File: src/rtl/uart_cfg_rx.sv
// uart_cfg_rx: runtime-configurable UART receiver.
// Supports 5..8 data bits, none/even/odd parity and 1 or 2 stop bits.
// The clocks-per-bit divisor is also set at runtime.
// Reports parity, framing and overrun errors and rejects false start bits.
// Build option UART_RX_MAJORITY_EN: each bit is a 2-of-3 majority vote around
// the bit centre, and the decision moves one clock later.
module uart_cfg_rx #(
    parameter int clock_freq  = 100_000_000,
    parameter int limit_width = 16,
    parameter int sync_stages = 2
) (
    input  logic                   clk,
    input  logic                   rst,
    input  logic                   rx,
    input  logic [limit_width-1:0] baud_limit,
    input  logic [1:0]             data_bits,
    input  logic [1:0]             parity_mode,
    input  logic                   stop_bits,
    input  logic                   clr,
    output logic [7:0]             data,
    output logic                   data_rec,
    output logic                   parity_err,
    output logic                   frame_err,
    output logic                   overrun,
    output logic                   busy
);

    // Elaboration-time parameter sanity checks.
    if (sync_stages < 2) begin : g_bad_sync
        $error("uart_cfg_rx: sync_stages must be at least 2");
    end
    if (clock_freq <= 0) begin : g_bad_clk
        $error("uart_cfg_rx: clock_freq must be positive");
    end
    if (limit_width < 3) begin : g_bad_width
        $error("uart_cfg_rx: limit_width must be at least 3");
    end

    localparam logic [limit_width-1:0] LIM_ZERO = {limit_width{1'b0}};
    localparam logic [limit_width-1:0] LIM_ONE  = {{(limit_width-1){1'b0}}, 1'b1};
    localparam logic [limit_width-1:0] LIM_MIN  = {{(limit_width-3){1'b0}}, 3'b100};

    typedef enum logic [2:0] {
        S_IDLE     = 3'd0,
        S_START    = 3'd1,
        S_DATA     = 3'd2,
        S_PARITY   = 3'd3,
        S_STOP     = 3'd4,
        S_COMPLETE = 3'd5
    } state_t;

    // Parity error for the received word: even mode flags odd total ones,
    // odd mode flags even total ones, other modes never flag.
    function automatic logic parity_error(input logic [7:0] word,
                                          input logic       p,
                                          input logic [1:0] mode);
        logic result;
        case (mode)
            2'd1:    result = (^word) ^ p;
            2'd2:    result = ~((^word) ^ p);
            default: result = 1'b0;
        endcase
        return result;
    endfunction

    logic [sync_stages-1:0] sync_r;
    logic                   rxs_s;

    state_t                 state_r;
    logic [limit_width-1:0] lim_r;
    logic [1:0]             nbits_r;
    logic [1:0]             par_r;
    logic                   stop2_r;
    logic [limit_width-1:0] cnt_r;
    logic [2:0]             bit_idx_r;
    logic                   stop_idx_r;
    logic [7:0]             shift_r;
    logic                   par_err_r;
    logic                   frm_err_r;
    logic                   armed_r;

    logic [7:0]             data_r;
    logic                   data_rec_r;
    logic                   parity_err_r;
    logic                   frame_err_r;
    logic                   overrun_r;
    logic                   busy_r;

    logic [limit_width-1:0] half_s;
    logic                   wrap_s;
    logic [limit_width-1:0] cnt_next_s;
    logic                   decide_s;
    logic                   bit_s;
    logic [2:0]             last_idx_s;
    logic                   par_en_s;

    // Bring the asynchronous line into the clock domain; idle level is high.
    always_ff @(posedge clk or posedge rst) begin
        if (rst) begin
            sync_r <= {sync_stages{1'b1}};
        end else begin
            sync_r <= {sync_r[sync_stages-2:0], rx};
        end
    end

    assign rxs_s      = sync_r[sync_stages-1];
    assign half_s     = lim_r >> 1;
    assign wrap_s     = (cnt_r == (lim_r - LIM_ONE));
    assign cnt_next_s = wrap_s ? LIM_ZERO : (cnt_r + LIM_ONE);
    assign last_idx_s = {1'b0, nbits_r} + 3'd4;
    assign par_en_s   = (par_r == 2'd1) || (par_r == 2'd2);

`ifdef UART_RX_MAJORITY_EN
    logic [1:0] early_r;

    // 2-of-3 vote used to reject single-clock glitches near the bit centre.
    function automatic logic majority3(input logic a, input logic b, input logic c);
        return (a & b) | (a & c) | (b & c);
    endfunction

    // Capture the two samples that precede the decision clock.
    always_ff @(posedge clk or posedge rst) begin
        if (rst) begin
            early_r <= 2'b11;
        end else begin
            if (cnt_r == (half_s - LIM_ONE)) begin
                early_r[0] <= rxs_s;
            end
            if (cnt_r == half_s) begin
                early_r[1] <= rxs_s;
            end
        end
    end

    assign decide_s = (cnt_r == (half_s + LIM_ONE));
    assign bit_s    = majority3(early_r[0], early_r[1], rxs_s);
`else
    assign decide_s = (cnt_r == half_s);
    assign bit_s    = rxs_s;
`endif

    // Receive state machine, config latch and registered consumer outputs.
    always_ff @(posedge clk or posedge rst) begin
        if (rst) begin
            state_r      <= S_IDLE;
            lim_r        <= LIM_MIN;
            nbits_r      <= 2'd3;
            par_r        <= 2'd0;
            stop2_r      <= 1'b0;
            cnt_r        <= LIM_ZERO;
            bit_idx_r    <= 3'd0;
            stop_idx_r   <= 1'b0;
            shift_r      <= 8'h00;
            par_err_r    <= 1'b0;
            frm_err_r    <= 1'b0;
            armed_r      <= 1'b1;
            data_r       <= 8'h00;
            data_rec_r   <= 1'b0;
            parity_err_r <= 1'b0;
            frame_err_r  <= 1'b0;
            overrun_r    <= 1'b0;
            busy_r       <= 1'b0;
        end else begin
            // Consumer acknowledge; a completing frame takes priority below.
            if (clr && (state_r != S_COMPLETE)) begin
                data_rec_r <= 1'b0;
                overrun_r  <= 1'b0;
            end

            case (state_r)
                S_IDLE: begin
                    busy_r <= 1'b0;
                    if (!armed_r) begin
                        // After a break, wait for the line to return high.
                        if (rxs_s) begin
                            armed_r <= 1'b1;
                        end
                    end else if (!rxs_s) begin
                        state_r    <= S_START;
                        busy_r     <= 1'b1;
                        cnt_r      <= LIM_ZERO;
                        lim_r      <= (baud_limit < LIM_MIN) ? LIM_MIN : baud_limit;
                        nbits_r    <= data_bits;
                        par_r      <= parity_mode;
                        stop2_r    <= stop_bits;
                        bit_idx_r  <= 3'd0;
                        stop_idx_r <= 1'b0;
                        shift_r    <= 8'h00;
                        par_err_r  <= 1'b0;
                        frm_err_r  <= 1'b0;
                    end
                end

                S_START: begin
                    cnt_r <= cnt_next_s;
                    if (decide_s && bit_s) begin
                        // Line was high at the centre: treat as a glitch.
                        state_r <= S_IDLE;
                        busy_r  <= 1'b0;
                    end else if (wrap_s) begin
                        state_r <= S_DATA;
                    end
                end

                S_DATA: begin
                    cnt_r <= cnt_next_s;
                    if (decide_s) begin
                        shift_r[bit_idx_r] <= bit_s;
                    end
                    if (wrap_s) begin
                        if (bit_idx_r == last_idx_s) begin
                            bit_idx_r <= 3'd0;
                            state_r   <= par_en_s ? S_PARITY : S_STOP;
                        end else begin
                            bit_idx_r <= bit_idx_r + 3'd1;
                        end
                    end
                end

                S_PARITY: begin
                    cnt_r <= cnt_next_s;
                    if (decide_s) begin
                        par_err_r <= parity_error(shift_r, bit_s, par_r);
                    end
                    if (wrap_s) begin
                        state_r <= S_STOP;
                    end
                end

                S_STOP: begin
                    cnt_r <= cnt_next_s;
                    if (decide_s) begin
                        if (!bit_s) begin
                            frm_err_r <= 1'b1;
                        end
                        if (stop2_r && !stop_idx_r) begin
                            stop_idx_r <= 1'b1;
                        end else begin
                            // Complete mid stop bit so a following start
                            // bit with zero idle time is still caught.
                            state_r <= S_COMPLETE;
                            armed_r <= bit_s;
                        end
                    end
                end

                S_COMPLETE: begin
                    data_r       <= shift_r;
                    parity_err_r <= par_err_r;
                    frame_err_r  <= frm_err_r;
                    data_rec_r   <= 1'b1;
                    overrun_r    <= overrun_r | data_rec_r;
                    state_r      <= S_IDLE;
                    busy_r       <= 1'b0;
                end

                default: begin
                    state_r <= S_IDLE;
                    busy_r  <= 1'b0;
                end
            endcase
        end
    end

    assign data       = data_r;
    assign data_rec   = data_rec_r;
    assign parity_err = parity_err_r;
    assign frame_err  = frame_err_r;
    assign overrun    = overrun_r;
    assign busy       = busy_r;

endmodule

File: config.mk
export PLATFORM = sky130hd
export DESIGN_NAME = uart_cfg_rx
export DESIGN_NICKNAME = d
export VERILOG_FILES = /design/src/rtl/uart_cfg_rx.sv
export SDC_FILE = /design/constraint.sdc
export NUM_CORES = 1
export LEC_CHECK = 0
export BUFFER_PORTS_ARGS = -buffer_cell sky130_fd_sc_hd__buf_4
export CAP_MARGIN = 20
export CORE_UTILIZATION = 55
export DETAILED_ROUTE_END_ITERATION = 6
export PLACE_DENSITY = 0.75
export SLEW_MARGIN = 20
export SYNTH_ARGS = -nofsm -noshare
export SYNTH_HDL_FRONTEND = slang
export SYNTH_SLANG_ARGS = --single-unit
File: constraint.sdc
create_clock -name clk -period 3.96 [get_ports clk]
set_clock_uncertainty 0.2 [all_clocks]
set_input_delay 0.792 -clock clk [delete_from_list [all_inputs] [get_ports clk]]
set_output_delay 0.792 -clock clk [all_outputs]
set_load 0.01 [all_outputs]
==> results.tsv <==
stage	metric	value	unit
yosys	fraction of the mapped netlist area in compound gates	12.24	%
worst_setup_path	kind of end point of the critical path	register	
worst_setup_path	Critical-path top delay cell	sky130_fd_sc_hd__o31ai_4	
timing	Least-Margin Pin Slew	843.8	ps
clock_tree	buffers from clock root to sink, at most	2	
yosys	synthesized-area fraction occupied by and/or/nand/nor cells	22.71	%
worst_setup_path	highest fanout seen on the critical path	23	
global_route	most crowded layer after global routing	met2	
clock_tree	buffer type at the clock tree root	sky130_fd_sc_hd__clkbuf_8	
die	Placeable Area	7292	sq um
worst_setup_path	Critical path origin	lim_r[0]	
global_route	vias in the first global route	3144	
timing	part of the cycle the worst path needs	86.93	%
yosys	Post-synth EDFFs	0	
timing	setup repair after global routing missed its margin	false	
die	y dimension of the die	88.97	um
worst_setup_path	worst path bufs/invs	1	
global_route	GR Layer Usage met3	5.263	%
worst_setup_path	Worst Path Class, Setup	reg -> reg	
timing	worst rel slew slack	43.75	%
global_route	global router's overall resource usage	26.30	%
routing	Routed wire per std cell	16.00	um
yosys	XOR/XNOR Fraction of Synth Area	9.684	%
yosys	dominant combinational cell family by area after synthesis	simple AND/OR/NAND/NOR gates	
global_route	maximum number of pins on one net before global-route repair	37	
die	Starting Density	57.05	%
die	Top-Level Pins	38	
global_route	first-pass GRT wire length	15550	um
clock_tree	total clock buffers created by CTS	9	
clock_tree	later-pin clock latency in the skew report	360	ps
placement	input/output buffers	37	
cells_and_area	post-layout instance area	4701	sq um
cells_and_area	count of non-filler cells in the finished layout	585	
min_path	hold path startpoint	sync_r[0]	
cells_and_area	share of post-route cells with drive strength above 1	18.72	%
timing	clock period minus final worst setup slack	3442	ps
worst_setup_path	cells along the critical path	inv_1 > ha_1 > nor3b_1 > nand4_1 > a211oi_1 > nand4b_1 > o31ai_4 > nor2_1 > a211o_1	
timing	Fmax achieved	290.5	MHz
routing	wire length reported by the detailed router	9361	um
pwr	worst-case vdd ir drop	0.2735	mV
worst_setup_path	cell family contributing the most delay on the critical path	compound AO/OA/AOI/OAI gates	
yosys	Async S/R FF share, synth	100.0	%
yosys	Adder-Cell Fraction of Synth Area	1.504	%
worst_setup_path	delay of the slowest critical-path stage	720	ps
yosys	Avg Inst Size Synth	8.985	sq um
global_route	initial antenna violation count	0	
routing	first-iteration detailed-routing DRC count	239	
timing	count of endpoints failing setup in the final report	0	
cells_and_area	layout net count	511	
routing	via count normalized by instance count	5.720	
yosys	nets in the synthesized netlist	493	
timing	final max-slew violation count	0	
clock_tree	clock transition time at the flip-flop clock pins of the worst setup and hold paths	80	ps
timing	Setup TNS	0	ps
clock_tree	buffers inserted by post-CTS timing repair	0	
min_path	class of the worst hold path	reg -> reg	
yosys	most used flip-flop cell after synthesis	sky130_fd_sc_hd__dfrtp_1	
yosys	Yosys warnings	0	
clock_tree	CTS tree	built	
global_route	grt ovf	0	
yosys	sequential area share after synthesis	42.29	%
placement	final weighted congestion of routability-driven global placement	0.9374	
placement	estimated wirelength of the detail-placed design	6799	um
timing	Fin. Hold Viols	0	
worst_setup_path	required time at the worst-slack endpoint	3990	ps
job	number of maximum-capacitance constraint violations	0	
worst_setup_path	arrival time of data at the critical path endpoint	3480	ps
placement	dpl cells	569	
status	outcome	finished, final reports clean	
global_route	GRT met1 Usage	38.62	%
pwr	ratio of total power to cell area	612.5	nW/um^2
clock_tree	clock sink count	70	
die	area enclosed by the die boundary	7916	sq um
worst_setup_path	CP Launch Type	register	
cells_and_area	final antenna diode count	0	
worst_setup_path	Reg2Reg Launch Point	lim_r[0]	
pwr	static leakage	0.002087	uW
clock_tree	CTS H-tree lvls	3	
cells_and_area	area delta synth->final	12.99	%
yosys	cell area after synthesis	4160	sq um
clock_tree	hold buffers post-CTS	0	
routing	overall via count from detail_route	3346	
placement	instance area after placement	4447	sq um
routing	drt first pass iters	4	
routing	number of DRC violations after detailed routing	0	
yosys	post-synthesis cell type count	56	
clock_tree	number of gates given a new drive strength after cts	0	
yosys	number of storage elements in the synthesis netlist	70	
yosys	cell count after synthesis	463	
die	horizontal extent of the die	88.97	um
yosys	multiplexer fraction of the synthesized cell area	6.135	%
die	num rows	31	
global_route	fraction of met2 tracks used by global routing	39.86	%
routing	remaining number of nets flagged by the antenna check after routing	0	
-- final timing paths --
| kind | to | slack, ps | depth (start not counted) |
|---|---|---|---|
| setup / recovery | cnt_r[11] | 520 | 9 |
| hold / removal | sync_r[1] | 150 | 0 |
| setup reg to reg | cnt_r[11] | 520 | 9 |
| hold reg to reg | sync_r[1] | 150 | 0 |
| max in group asynchronous | armed_r | 2420 | 3 |
| min in group asynchronous | busy | 350 | 2 |
-- layout make-up --
cell class	instances	area, sq um
repair buffers	42	315.3
fillers	631	2591
clock buffers	10	137.6
flip-flops and latches	70	1759
well taps	99	123.9
clock inverters	6	116.4
multi-input cells	339	2177
inverters	19	71.32
-- state kept, by name, summed over array words and instances (netlist names), 2 cells and up --
name       cells
par_r          2
state_r        3
nbits_r        2
shift_r        8
cnt_r         16
data           8
bit_idx_r      3
sync_r         2
lim_r         16
-- kinds of logic after synthesis --
| logic type | count (synthesis) |
|---|---|
| AOI/OAI and AO/OA | 75 |
| xor gates and xnor gates | 46 |
| adders and majority gates | 5 |
| buffers and inverters | 54 |
| DFF | 70 |
| muxes | 24 |
| and+or+nand+nor | 189 |
-- routing by layer --
| metal | vias to the layer above | wire length (um) |
|---|---|---|
| met5 | - | 0 |
| met4 | 0 | 118 |
| met3 | 11 | 414 |
| met2 | 75 | 4147 |
| met1 | 1608 | 4681 |
| li1 | 1652 | - |
-- stage by stage --
stage          util [%]  hold WS, ps  total power (uW)  setup slack (ps)
6_report          64.46        154.0              2879             517.7
5_1_grt           64.46        148.2              3060             206.9
4_1_cts           64.46        152.7              2871             640.3
3_5_place_dp      60.98        150.0              2141             648.4
3_3_place_gp      60.98        146.4              2105             760.3
2_1_floorplan         -        145.2              1916              1180
-- power breakdown --
| part | total, uW | internal [uW] | switching [uW] |
|---|---|---|---|
| registers | 1220 | 886 | 339 |
| logic | 923 | 441 | 483 |
| clock network | 731 | 440 | 291 |
-- cells in the mapped netlist (3+ instances only) --
cell type	number	area [sq um]
sky130_fd_sc_hd__a211o_1	3	26.28
sky130_fd_sc_hd__o211ai_1	3	22.52
sky130_fd_sc_hd__a21oi_1	13	65.06
sky130_fd_sc_hd__o31ai_1	3	22.52
sky130_fd_sc_hd__mux2_2	12	135.1
sky130_fd_sc_hd__mux2i_1	12	120.1
sky130_fd_sc_hd__nor3b_1	5	37.54
sky130_fd_sc_hd__nor4_1	14	87.58
sky130_fd_sc_hd__o21ai_0	21	105.1
sky130_fd_sc_hd__buf_2	4	20.02
sky130_fd_sc_hd__nand4_1	10	62.56
sky130_fd_sc_hd__clkbuf_1	26	97.59
sky130_fd_sc_hd__a21o_1	5	37.54
sky130_fd_sc_hd__nand2_1	77	289.0
sky130_fd_sc_hd__inv_1	19	71.32
sky130_fd_sc_hd__a31o_2	3	26.28
sky130_fd_sc_hd__nor3_1	19	95.09
sky130_fd_sc_hd__dfrtp_1	64	1602
sky130_fd_sc_hd__nor2_1	29	108.9
sky130_fd_sc_hd__ha_1	5	62.56
sky130_fd_sc_hd__dfstp_2	6	157.7
sky130_fd_sc_hd__nand3_1	13	65.06
sky130_fd_sc_hd__xnor2_1	36	315.3
sky130_fd_sc_hd__a211oi_1	3	22.52
sky130_fd_sc_hd__xor2_1	10	87.58
sky130_fd_sc_hd__a31oi_1	3	18.77
sky130_fd_sc_hd__nand2b_1	4	25.02
-- layout by cell type, fill, tap and decap left out, types with 4 or more instances in the layout --
cell	n
sky130_fd_sc_hd__xor2_1	10
sky130_fd_sc_hd__nand2_1	77
sky130_fd_sc_hd__nor2_1	28
sky130_fd_sc_hd__mux2_2	12
sky130_fd_sc_hd__inv_1	18
sky130_fd_sc_hd__a21oi_1	13
sky130_fd_sc_hd__mux2i_1	12
sky130_fd_sc_hd__nor3b_1	5
sky130_fd_sc_hd__nand3_1	13
sky130_fd_sc_hd__o21ai_0	21
sky130_fd_sc_hd__nand4_1	10
sky130_fd_sc_hd__dfrtp_1	64
sky130_fd_sc_hd__a21o_1	5
sky130_fd_sc_hd__nand2b_1	4
sky130_fd_sc_hd__ha_1	5
sky130_fd_sc_hd__dfstp_2	6
sky130_fd_sc_hd__xnor2_1	36
sky130_fd_sc_hd__nor4_1	14
sky130_fd_sc_hd__nor3_1	19
sky130_fd_sc_hd__buf_4	42
sky130_fd_sc_hd__clkbuf_8	10
(Power assumes the default switching activity.)
